File: config.mk
export PLATFORM = sky130hd
export DESIGN_NAME = fir3_datapath
export DESIGN_NICKNAME = d
export VERILOG_FILES = /design/src/rtl/fir3_datapath.sv
export SDC_FILE = /design/constraint.sdc
export NUM_CORES = 2
export LEC_CHECK = 0
export BUFFER_PORTS_ARGS = -buffer_cell sky130_fd_sc_hd__buf_2
export CAP_MARGIN = 25
export CORE_UTILIZATION = 40
export DETAILED_ROUTE_END_ITERATION = 12
export PLACE_DENSITY_LB_ADDON = 0.2
export SLEW_MARGIN = 20
export SYNTH_ARGS = -nofsm -noshare
export SYNTH_HDL_FRONTEND = slang
export SYNTH_SLANG_ARGS = --single-unit
File: constraint.sdc
create_clock -name clk -period 6.2 [get_ports clk]
set_clock_uncertainty 0.2 [all_clocks]
set_input_delay 1.24 -clock clk [delete_from_list [all_inputs] [get_ports clk]]
set_output_delay 1.24 -clock clk [all_outputs]
set_load 0.01 [all_outputs]
File: src/rtl/fir3_datapath.sv
// Three-tap FIR datapath: sample/delay taps, programmable coefficient bank,
// two-stage multiply/sum pipeline, final-result capture and a result counter.
`timescale 1ns/1ps
module fir3_datapath #(
    parameter int DATAWIDTH = 16,
    parameter int COEFWIDTH = 16,
    parameter int OUTWIDTH  = DATAWIDTH + COEFWIDTH + 2
) (
    input  logic                        clk,
    input  logic                        rst_n,
    input  logic                        ld_x,
    input  logic                        ld_delay1,
    input  logic                        ld_delay2,
    input  logic                        ld_y,
    input  logic                        done,
    input  logic signed [DATAWIDTH-1:0] x_in,
    input  logic                        coef_we,
    input  logic [1:0]                  coef_addr,
    input  logic signed [COEFWIDTH-1:0] coef_data,
    output logic signed [OUTWIDTH-1:0]  y_out,
    output logic                        y_valid,
    output logic signed [OUTWIDTH-1:0]  y_final,
    output logic                        final_valid,
    output logic                        coef_err,
    output logic [15:0]                 sample_count
);

    localparam int PW = DATAWIDTH + COEFWIDTH;

    // Index 0 is the sample register, 1 and 2 are the delay taps.
    logic signed [DATAWIDTH-1:0] tap_reg  [3];
    logic signed [DATAWIDTH-1:0] tap_src  [3];
    logic signed [COEFWIDTH-1:0] coef_reg [3];
    logic signed [PW-1:0]        prod_reg [3];
    logic signed [OUTWIDTH-1:0]  prod_ext [3];
    logic [2:0]                  tap_ld;
    logic [2:0]                  coef_sel;
    logic                        coef_wr_ok;
    logic                        coef_wr_bad;
    logic                        v0_reg;
    logic                        v1_reg;
    logic signed [OUTWIDTH-1:0]  sum_next;

    assign tap_ld      = {ld_delay2, ld_delay1, ld_x};
    assign coef_wr_ok  = coef_we && !ld_x && (coef_addr != 2'd3);
    assign coef_wr_bad = coef_we && (ld_x || (coef_addr == 2'd3));

    generate
        for (genvar gi = 0; gi < 3; gi++) begin : g_tap
            if (gi == 0) begin : g_head
                assign tap_src[gi] = x_in;
            end else begin : g_body
                assign tap_src[gi] = tap_reg[gi-1];
            end
            assign coef_sel[gi] = coef_wr_ok && (coef_addr == 2'(gi));
            assign prod_ext[gi] = {{(OUTWIDTH-PW){prod_reg[gi][PW-1]}}, prod_reg[gi]};
        end
    endgenerate

    assign sum_next = prod_ext[0] + prod_ext[1] + prod_ext[2];

    always_ff @(posedge clk or negedge rst_n) begin
        if (!rst_n) begin
            for (int i = 0; i < 3; i++) begin
                tap_reg[i]  <= '0;
                coef_reg[i] <= '0;
                prod_reg[i] <= '0;
            end
            v0_reg       <= 1'b0;
            v1_reg       <= 1'b0;
            y_valid      <= 1'b0;
            y_out        <= '0;
            y_final      <= '0;
            final_valid  <= 1'b0;
            coef_err     <= 1'b0;
            sample_count <= '0;
        end else begin
            for (int i = 0; i < 3; i++) begin
                if (tap_ld[i]) begin
                    tap_reg[i] <= tap_src[i];
                end
                if (coef_sel[i]) begin
                    coef_reg[i] <= coef_data;
                end
                prod_reg[i] <= PW'(coef_reg[i]) * PW'(tap_reg[i]);
            end
            v0_reg  <= ld_x;
            v1_reg  <= v0_reg;
            y_valid <= v1_reg;
            y_out   <= sum_next;
            if (ld_y) begin
                y_final <= y_out;
            end
            // Drain condition evaluated on the valid bits this edge produces,
            // so it rises on the edge right after the last y_valid pulse.
            final_valid <= done && !ld_x && !v0_reg && !v1_reg;
            if (coef_wr_bad) begin
                coef_err <= 1'b1;
            end
            if (y_valid && (sample_count != 16'hFFFF)) begin
                sample_count <= sample_count + 16'd1;
            end
        end
    end

endmodule
==> reports/results.txt <==
The run finished with clean final reports. The tree built by TritonCTS fans out to 281 sinks. Counting the fill cells in the layout gives 9704. The die is 322 um tall. The capturing element type of the critical path was a flip-flop.

The cell sitting at the root of the clock tree is a sky130_fd_sc_hd__clkbuf_16. The width of the die was 322 um. Among all stages on the critical path, the largest delay is contributed by sky130_fd_sc_hd__fa_1. Average wire per cell in the routed design: 18.3 um.

The mean instance size in the synthesized netlist was 10.1 sq um; the final-report hold violation count was 0. Synthesis inferred 281 register bits. The run gives 117 as the count of standard-cell rows.

The most used flip-flop cell after synthesis was sky130_fd_sc_hd__dfrtp_1. The tools report the number of distinct library cells after synthesis as 75. For this configuration, the core starts out at a cell density of 40.3%.

The tools report the arrival time at the worst endpoint as 6.50 ns. Of the cells placed in the final design, the portion with a size suffix greater than 1 is 20.9%. Counting every net in the synthesized netlist gives 5208. Cell repeated most along the worst path: sky130_fd_sc_hd__fa_1. The register with the most flip-flops in the layout has 96 of them. The final count of pins violating max slew is 0. The most common cell in the synthesized netlist is sky130_fd_sc_hd__inv_1. The clock-pin slew on the worst setup and hold paths works out to 0.06 ns. During placement, the flow inserted port buffers numbering 128. Ranked by total cell area, the synthesized netlist is headed by sky130_fd_sc_hd__fa_1 40%, sky130_fd_sc_hd__dfrtp_1 17%, sky130_fd_sc_hd__ha_1 8.5%, sky130_fd_sc_hd__inv_1 8.4%, sky130_fd_sc_hd__and2_1 5.7%.

The worst path uses 99.8% of the clock period. The critical path goes through buf_12 > and2_4 > fa_1 > inv_1 > fa_1 > inv_2 > fa_1 > fa_1 > fa_1 > inv_2 > fa_1 > inv_2 > ha_4 > a211oi_2 > nor2_2 > buf_4 > o41ai_4 > o21ai_4 > a211o_1 > a21o_1 > a211oi_2 > xnor2_1. Global routing consumed, over all layers together, 21.9% of the routing resources.

The logs give 0 for the number of warnings issued by yosys and 0.0410 sq mm for the synthesized cell area. After the first detailed-routing iteration, the DRC count stood at 1524. The via count of the first global-routing pass was 30824.

Type of element launching the critical path: a flip-flop. For the pin with the worst max-slew slack, the measured transition is 0.837 ns. Including well taps, the total number of placed cells is 5756. For the highest clock frequency the design can meet, the log shows 0.162 GHz. sky130_fd_sc_hd__fa_1 takes more of the synthesized area than any other cell. Entering global routing, the biggest net connects 121 pins. For this run, the slowest stage of the critical path takes 0.56 ns.

The final cell count without fillers was 5892. Setup repair after global routing could not meet its margin everywhere. Adding up every negative setup slack in the final design gives 0 ns. In this run the tightest slew margin relative to its limit is 44.2%. The tools report the clock insertion delay at the later pin of the skew report as 0.61 ns.

The number of remaining DRC errors was 0. After synthesis, the most frequently instantiated cells are 917 x sky130_fd_sc_hd__inv_1, 819 x sky130_fd_sc_hd__fa_1, 403 x sky130_fd_sc_hd__nand2_1. For this block, the via count after detailed routing is 28625. The global-route wire length before repair was 174000 um; the share of Yosys cell area claimed by the top area cell type was 40.0%. TritonCTS built the clock tree.

The global placement routability congestion is 0.882, and the max-cap violation count is 0. For the worst setup path, the data required time is 6.52 ns. Yosys mapped a number of flops with a built-in enable equal to 0. The die covers 0.104 sq mm. The shortest clock period the worst path allows after layout works out to 6.19 ns.

The run gives 0.102 sq mm as the core footprint. After global routing the overflow that remains totals 0. Layout net count: 5630. The run gives 3 as the number of buffers on the longest clock path. In the routed layout, each cell is associated on average with a via count of 4.86. The clock tree synthesis step divided the H-tree into 2 levels.

The tightest min-delay check is of the flip-flop to flip-flop type. The area added between synthesis and finish is 18.1%, and the setup-violating endpoint count in the final report is 0. The boundary pin count was 129.

The async set-or-reset flop fraction in the synthesized netlist was 100%; the number of antenna violations at the first check in global routing was 1. The critical path is of the flip-flop to flip-flop type. The run gives 4068 as the gate count after technology mapping. The pre-antenna-repair detailed-routing pass consisted of 5 iterations. Hold is met by 0.180 ns. In this run, CTS created clock tree buffers numbering 40. Summed over all layers, the routed wires come to 108000 um. Once detailed placement completed, the half-perimeter wirelength came to 90300 um. For this run, the share of the core covered by cells in the final layout is 47.6%.

Sequential elements use 17.2% of the synthesized area. The post-detailed-route count of antenna-violating nets is 0. The largest fanout of any net on the critical path came out at 11.
-- cell usage in the layout, fill, tap and decap left out, drive strengths merged, types with 23 or more instances in the layout --
| cell | n |
|---|---|
| inv | 919 |
| fa | 819 |
| buf | 517 |
| nand2 | 403 |
| and2 | 375 |
| dfrtp | 281 |
| ha | 279 |
| mux2 | 129 |
| nor2 | 108 |
| xnor2 | 106 |
| a21oi | 104 |
| o21ai | 66 |
| clkbuf | 53 |
| a21o | 39 |
| nand3 | 30 |
| xor2 | 27 |
| nand2b | 23 |
| nor3 | 23 |
-- cell families (layout without fill, tap and decap cells) --
family	after synthesis	in the layout	synth area share, %
buffers and inverters	1057	1509	9.71
and+or+nand+nor	1030	1030	12.5
adders and majority gates	1098	1098	48.5
muxes	131	131	3.59
other	0	4	0
xor gates and xnor gates	133	133	2.84
AOI/OAI and AO/OA	338	338	5.61
DFF	281	281	17.2
-- cell type report --
type	count	area, sq um	area share (%)
tap	1368	1710	3.54
sequential	281	7100	14.7
multi-input combinational	2730	30800	63.5
timing repair buffer	520	3950	8.15
clock buffer	50	1110	2.29
inverter	917	3440	7.11
antenna	4	10.0	0.0207
clock inverter	22	334	0.690
-- worst max-delay path, delay by kind of cell, from the launching register on --
kind | cells | cell delay [ns]
compound gates | 6 | 1.40
fa+ha+maj | 7 | 3.22
xor+xnor | 1 | 0.14
buf+inv | 6 | 0.50
flops | 1 | 0.39
simple gates | 2 | 0.22
-- worst paths after layout --
| kind | cells past startpoint | end | slack [ns] | startpoint |
|---|---|---|---|---|
| setup / recovery | 22 | prod_ext[64]$_DFF_PN0_ | 0.01 | tap_reg[20]$_DFFE_PN0P_ |
| setup reg to reg | 22 | prod_ext[64]$_DFF_PN0_ | 0.01 | tap_reg[20]$_DFFE_PN0P_ |
| max in group asynchronous | 2 | tap_reg[40]$_DFFE_PN0P_ | 4.11 | rst_n |
| hold reg to reg | 0 | v1_reg$_DFF_PN0_ | 0.18 | v0_reg$_DFF_PN0_ |
| hold / removal | 0 | v1_reg$_DFF_PN0_ | 0.18 | v0_reg$_DFF_PN0_ |
| min in group asynchronous | 1 | prod_ext[7]$_DFF_PN0_ | 0.35 | rst_n |
-- per-layer routing --
layer	routed length (um)	GRT usage, %
met2	51000	36.1
met5	0	0
met3	5650	3.18
met4	4050	7.83
met1	47200	29.4
-- timing repair --
item	CTS	global route
setup endpoints to repair	16	34
gates cloned	0	1
hold buffers	0	0
resized for setup	69	189
pin swaps	29	77
buffers inserted	16	42
-- per-stage QoR --
step,setup slack [ns],instance area (sq um)
5_1_grt,-0.197,48400
2_1_floorplan,0.00518,41000
4_1_cts,-0.0583,47300
3_3_place_gp,-0.195,45500
3_5_place_dp,-0.229,45500
6_report,0.0149,48400
Power is left out: the tool's default activity adds up to more than one toggle a clock period on the data nets, which glitch-free logic cannot reach.
